<file path="config.mk">
export PLATFORM = sky130hd
export DESIGN_NAME = ring_freq_meter
export DESIGN_NICKNAME = d
export VERILOG_FILES = /design/src/rtl/ring_freq_meter.sv
export SDC_FILE = /design/constraint.sdc
export NUM_CORES = 1
export LEC_CHECK = 0
export ABC_AREA = 1
export BUFFER_PORTS_ARGS = -buffer_cell sky130_fd_sc_hd__buf_4
export CORE_MARGIN = 8
export CORE_UTILIZATION = 50
export CTS_CLUSTER_SIZE = 10
export DETAILED_ROUTE_END_ITERATION = 12
export PLACE_DENSITY = 0.65
export SLEW_MARGIN = 20
export SYNTH_ARGS = -nofsm -noshare
export SYNTH_HDL_FRONTEND = slang
export SYNTH_SLANG_ARGS = --single-unit
</file>
<file path="constraint.sdc">
create_clock -name clk -period 2.6 [get_ports clk]
set_input_delay 0.52 -clock clk [delete_from_list [all_inputs] [get_ports clk]]
set_output_delay 0.52 -clock clk [all_outputs]
set_load 0.02 [all_outputs]
</file>
<file path="src/rtl/ring_freq_meter.sv">
// Ring-oscillator frequency meter.
// Synchronises an asynchronous oscillator into clk, counts its rising edges
// over a fixed window of clk cycles and latches the count as the result.
// Single-shot (start) and continuous (cont) measurement are supported.
module ring_freq_meter #(
   parameter int WINDOW_CYCLES = 1024,
   parameter int CNT_W         = 16,
   parameter int SYNC_STAGES   = 2
) (
   input  logic             clk,
   input  logic             rst,
   input  logic             osc_in,
   input  logic             start,
   input  logic             cont,
   output logic             busy,
   output logic [CNT_W-1:0] result,
   output logic             result_valid,
   output logic             overflow
);

   localparam int WIN_W = (WINDOW_CYCLES > 1) ? $clog2(WINDOW_CYCLES) : 1;
   localparam logic [WIN_W-1:0] WIN_LOAD = WIN_W'(WINDOW_CYCLES - 1);
   localparam logic [CNT_W-1:0] CNT_MAX  = '1;

   typedef enum logic [1:0] {
      IDLE    = 2'd0,
      ARM     = 2'd1,
      MEASURE = 2'd2,
      DONE    = 2'd3
   } state_t;

   state_t state, next_state;

   logic [SYNC_STAGES-1:0] sync;
   logic                   prev;
   logic                   rise;

   logic [CNT_W-1:0] edge_cnt;
   logic             ovf_acc;
   logic [WIN_W-1:0] win_cnt;

   logic             cnt_inc;
   logic             ovf_hit;
   logic [CNT_W-1:0] cnt_next;
   logic             ovf_next;
   logic             win_end;

   // Synchroniser chain plus previous-sample register; runs in every state
   always_ff @(posedge clk) begin
      if (rst) begin
         sync <= '0;
         prev <= 1'b0;
      end else begin
         sync <= {sync[SYNC_STAGES-2:0], osc_in};
         prev <= sync[SYNC_STAGES-1];
      end
   end

   assign rise = sync[SYNC_STAGES-1] & ~prev;

   // Saturating edge count and overflow accumulation for the current cycle
   always_comb begin
      cnt_inc  = (state == MEASURE) && rise && (edge_cnt != CNT_MAX);
      ovf_hit  = (state == MEASURE) && rise && (edge_cnt == CNT_MAX);
      cnt_next = edge_cnt + CNT_W'(cnt_inc);
      ovf_next = ovf_acc | ovf_hit;
      win_end  = (state == MEASURE) && (win_cnt == '0);
   end

   // FSM state register
   always_ff @(posedge clk) begin
      if (rst) state <= IDLE;
      else     state <= next_state;
   end

   // FSM next-state logic; start is only looked at in IDLE and DONE
   always_comb begin
      next_state = state;
      unique case (state)
         IDLE:    if (start) next_state = ARM;
         ARM:     next_state = MEASURE;
         MEASURE: if (win_end) next_state = DONE;
         DONE:    next_state = (cont || start) ? ARM : IDLE;
         default: next_state = IDLE;
      endcase
   end

   // FSM outputs decoded from the current state
   always_comb begin
      busy         = (state == ARM) || (state == MEASURE);
      result_valid = (state == DONE);
   end

   // Window datapath. The result is captured on the edge that enters DONE
   // (including the last MEASURE cycle's edge) so that result and overflow
   // already carry the new window's value while result_valid is high.
   always_ff @(posedge clk) begin
      if (rst) begin
         edge_cnt <= '0;
         ovf_acc  <= 1'b0;
         win_cnt  <= '0;
         result   <= '0;
         overflow <= 1'b0;
      end else begin
         unique case (state)
            ARM: begin
               edge_cnt <= '0;
               ovf_acc  <= 1'b0;
               win_cnt  <= WIN_LOAD;
            end
            MEASURE: begin
               edge_cnt <= cnt_next;
               ovf_acc  <= ovf_next;
               if (win_end) begin
                  result   <= cnt_next;
                  overflow <= ovf_next;
               end else begin
                  win_cnt <= win_cnt - WIN_W'(1);
               end
            end
            default: ;
         endcase
      end
   end

endmodule

</file>
Word level (Yosys, flattened, before mapping). Index checks and enable logic that the tools add are counted. W data, S select, Z words.

Register bits after elaboration: 49. Input bits: 5. Output and inout bits: 19. Word-level logic and storage cells: 41.

Add/sub/neg operators: 2. Equality and inequality tests: 8. Multiplexer cells: 8. Bitwise gates (word level): 3. Reductions and logical operators: 12.

Operators by type and width (count): $pmux W16 S2 (1); $pmux W10 S2 (1); $add A16 B1 Y16 (1); $eq A16 B16 Y1 const B (1); $ne A16 B16 Y1 const B (1); $logic_not A10 Y1 (1); $mux W10 (1); $sub A10 B1 Y10 const B (1); $pmux W2 S4 (1); $ne A2 B2 Y1 const B (3); $reduce_and A2 Y1 (3); $eq A2 B2 Y1 const B (2); $logic_and A1 B1 Y1 (4); $mux W2 (2); $eq A2 B1 Y1 const B (1); $logic_not A2 Y1 (1); $logic_or A1 B1 Y1 (2); $pmux W1 S2 (1); $reduce_bool A2 Y1 (1); $and A1 B1 Y1 (1); $mux W1 (1); $not A1 Y1 (1); $or A1 B1 Y1 (1).

Logic depth before layout (Yosys ltp).
Word-level depth: 6. Mapped depth: 16. Gate-level depth less buffers: 16.

Worst setup path after synthesis. No wires, ideal clock.

Path type: reg2reg. From: reg state[0]. To: reg edge_cnt[12]. Setup time: 71 ps. Arrival time: 2087 ps. Required time: 2529 ps. Slack: 442 ps. Stages on the path, launching flop included: 13. Buffers on the path: 0. Period minus slack after synthesis: 2158 ps. Path through: dfxtp_1 > inv_1 > ha_1 > inv_1 > nor4_1 > ha_1 > ha_1 > inv_1 > nor2_1 > nand3_1 > xnor2_1 > nand2_1 > a21oi_1.

Cells in the longest elaborated chain, start to end: 5. Elaborated cells on any way between the ends: 7. Those cells by class: 1 x add/sub; 2 x eq/ne; 1 x mux; 3 x reduce/logical.

RTL lines: from (decl) (line 32) `state_t state, next_state;`; from (signal assigned) (line 73) `else state <= next_state;`; $eq A2 B2 Y1 (line 63, 105); $logic_and A1 B1 Y1 (2 in a row) (line 63) `cnt_inc = (state == MEASURE) && rise && (edge_cnt != CNT_MAX);`; $add A16 B1 Y16 (line 65) `cnt_next = edge_cnt + CNT_W'(cnt_inc);`; $pmux W16 S2 (line 105) `unique case (state)`; to (signal assigned) (line 112) `edge_cnt <= cnt_next;`; to (decl) (line 38) `logic [CNT_W-1:0] edge_cnt;`.

Parallel ways exist; a longest one is shown, timed or not. A chain may end at the register's enable or synchronous reset.

Worst setup path in the final report. Ends and elaborated chain as after synthesis.

==> reports/results.tsv <==
stage	metric	value	unit
run_status	status	finished, final reports clean	
critical_path	Worst Path Required	2840	ps
timing	min Tclk post-route	2290	ps
drt	post-route ant nets	0	
die	Die W	87.5	um
synthesis	sequential share of the synthesized area	38.4	%
timing	RSZ-0062 raised after global routing	no	
synthesis	Post-synth EDFFs	0	
die	I/O pin count	24	
synthesis	Distinct cells, synth	32	
synthesis	Mapped Area	0.00255	mm^2
power	Leakage Power	0.00124	uW
global_routing	first-pass GRT wire length	10100	um
placement	Final GP Congestion	0.900	
flow_run	maxcap violations	0	
critical_path	crit path kind	flop to flop	
global_routing	GR Util All Layers	16.7	%
critical_path	Slowest Stage Delay on Critical Path	360	ps
worst_hold_path	worst hold path class	flop to flop	
die	Die H	87.5	um
drt	final WL	5850	um
synthesis	Synth Net Count	374	
placement	setup slack at placement	260	ps
timing	Setup-failing EPs final	0	
die	Die Footprint	0.00765	mm^2
clocking	CTS tree	done	
synthesis	Yosys top cell area share	38.4	%
synthesis	Synth Flop Type	dfxtp_1	
power	total power	2530	uW
placement	port bufs	23	
timing	Final period util	88.2	%
synthesis	post-synth top area cell	dfxtp_1	
clocking	CTS Buffer Depth	2	
die	row cnt	26	
critical_path	CP arrival	2530	ps
drt	vias per cell	5.10	
timing	final slew viol count	0	
power	combinational share of power	43.4	%
critical_path	worst path bufs/invs	3	
clocking	TritonCTS Buffers	5	
synthesis	Post-synth top cells	92 x nand2_1, 49 x dfxtp_1, 45 x nor2_1	
synthesis	Yosys reg bits	49	
drt	Pre-antenna DRT Iters	5	
critical_path	crit path max-delay cell type	dfxtp_1	
timing	worst-margin pin slew	623	ps
drt	vias	2316	
power	share of total power in the clock network	19.6	%
synthesis	Post-Syn Instances	361	
critical_path	worst-path fanout max	5	
clocking	worst skew pair latency	300	ps
synthesis	top post-synthesis cells by area	dfxtp_1 38%, nand2_1 14%, nor2_1 6.6%	
global_routing	antenna violations before repair	0	
placement	DP Wirelength	4200	um
timing	max frequency	436	MHz
layout	Layout area overhead	12.5	%
global_routing	largest net degree at the start of global routing	31	
clocking	root buf cell	clkbuf_8	
clocking	Sink Count	49	
power	Power Density	881	mW/mm^2
die	Initial Util	50.9	%
layout	Diodes inserted	0	
power	Seq pwr share	37.0	%
timing	Worst slew margin	58.4	%
power	Cell Int Power	1470	uW
die	core area	0.00501	mm^2
synthesis	ys async rst share	0	%
drt	# DRC	0	
timing	Final WS setup	307	ps
power	Sw Pwr	1060	uW
power	switch share	41.9	%
timing	Final Hold Fails	0	
drt	DR WL/cell	12.9	um
drt	DR iter-0 viols	140	
critical_path	CP Capture Type	flop	
global_routing	GRT overflow	0	
synthesis	Yosys warnings	0	
critical_path	Worst Setup Start Kind	flop	
clocking	Worst-path clk slew	90	ps
timing	Layout Skew	6.69	ps
power	VDD IR-drop max	0.432	mV
synthesis	count leader, synth	nand2_1	
layout	number of fill cells in the layout	498	
critical_path	sequence of cells on the critical path	inv_1 -> ha_1 -> inv_1 -> nor4_1 -> ha_1 -> ha_1 -> inv_1 -> nor2_2 -> nand3_1 -> xnor2_1 -> nand2_1 -> a21oi_1	
layout	layout cells sized above 1	14.1	%
synthesis	Post-Syn Area per Cell	7.07	um^2
global_routing	vias in the first global route	2130	
critical_path	Crit path max-delay family	simple AND/OR/NAND/NOR gates	
clocking	H-Tree Depth	2	
layout	# nets final	396	
timing	setup TNS	0	ps
-- area by class of cell --
| type | count | area, um^2 | share of cell area (%) |
|---|---|---|---|
| multi-input combinational | 267 | 1370 | 47.6 |
| sequential | 49 | 981 | 34.1 |
| timing repair buffer | 26 | 195 | 6.79 |
| inverter | 34 | 140 | 4.88 |
| clock buffer | 7 | 96.3 | 3.35 |
| tap | 70 | 87.6 | 3.05 |
| clock inverter | 1 | 5.00 | 0.174 |
-- layer usage --
metal  wire length [um]  global-route usage, %  share of wire (%)
met1               3040                   23.0                 52
met2               2440                   25.2                 42
met3                316                   4.15                5.4
met4                 52                   3.75               0.89
met5                  0                      0                  0
-- power by group through the flow --
stage	registers, uW	clock network, uW	logic [uW]
after floorplan	974	0	811
after global placement	950	0	1100
after detailed placement	950	0	1100
after CTS	934	514	1110
after global routing	951	539	1240
final	936	496	1100
-- worst paths after layout --
path,start,cells past startpoint,endpoint,slack [ps]
hold reg to reg,sync[0]$_SDFF_PP0_,2,sync[1]$_SDFF_PP0_,410
setup reg to reg,state[0]$_SDFFE_PP0P_,12,edge_cnt[12]$_SDFFE_PP0P_,310
hold / removal,sync[0]$_SDFF_PP0_,2,sync[1]$_SDFF_PP0_,410
setup / recovery,state[0]$_SDFFE_PP0P_,12,edge_cnt[12]$_SDFFE_PP0P_,310
-- registers in the layout, summed over array words and instances, names as in the netlist --
name / flops
edge_cnt: 16
overflow: 1
ovf_acc: 1
prev: 1
result: 16
state: 2
sync: 2
win_cnt: 10
-- worst min-delay path, cell delays in order (launching register included) --
cell	delay [ps]
dfxtp_1	300
inv_1	40
nor2_1	30
-- repair_timing --
action,4_1_cts,5_1_grt
endpoints found under the setup margin,0,1
endpoints found under the hold margin,0,0
setup buffers,0,0
hold buffers,0,0
resized for setup,0,1
-- cells in the final DEF, fill, tap and decap left out, drive strengths merged --
master / instances
nand2: 95
nor2: 51
dfxtp: 49
inv: 33
a21oi: 33
nand3: 29
buf: 26
o21ai: 22
nand4: 8
ha: 8
clkbuf: 7
xor2: 5
nor3: 3
xnor2: 3
or2: 2
a21o: 2
o21a: 2
clkinv: 2
nor4: 1
o21bai: 1
o211ai: 1
nand3b: 1
-- stage by stage --
step,hold slack [ps],instance area (um^2),utilization [%],instances
final,410,2870,57.3,454
after global routing,434,2870,57.3,454
after CTS,415,2870,57.3,454
after detailed placement,403,2770,55.3,446
after global placement,392,2770,55.3,446
after floorplan,388,2550,-,361
-- logic make-up after synthesis --
| group | synth area share (%) |
|---|---|
| and+or+nand+nor | 33.7 |
| AOI/OAI and AO/OA | 13.1 |
| DFF | 38.4 |
| buffers and inverters | 8.09 |
| xor gates and xnor gates | 2.75 |
| adders and majority gates | 3.92 |
(Power assumes the default switching activity.)
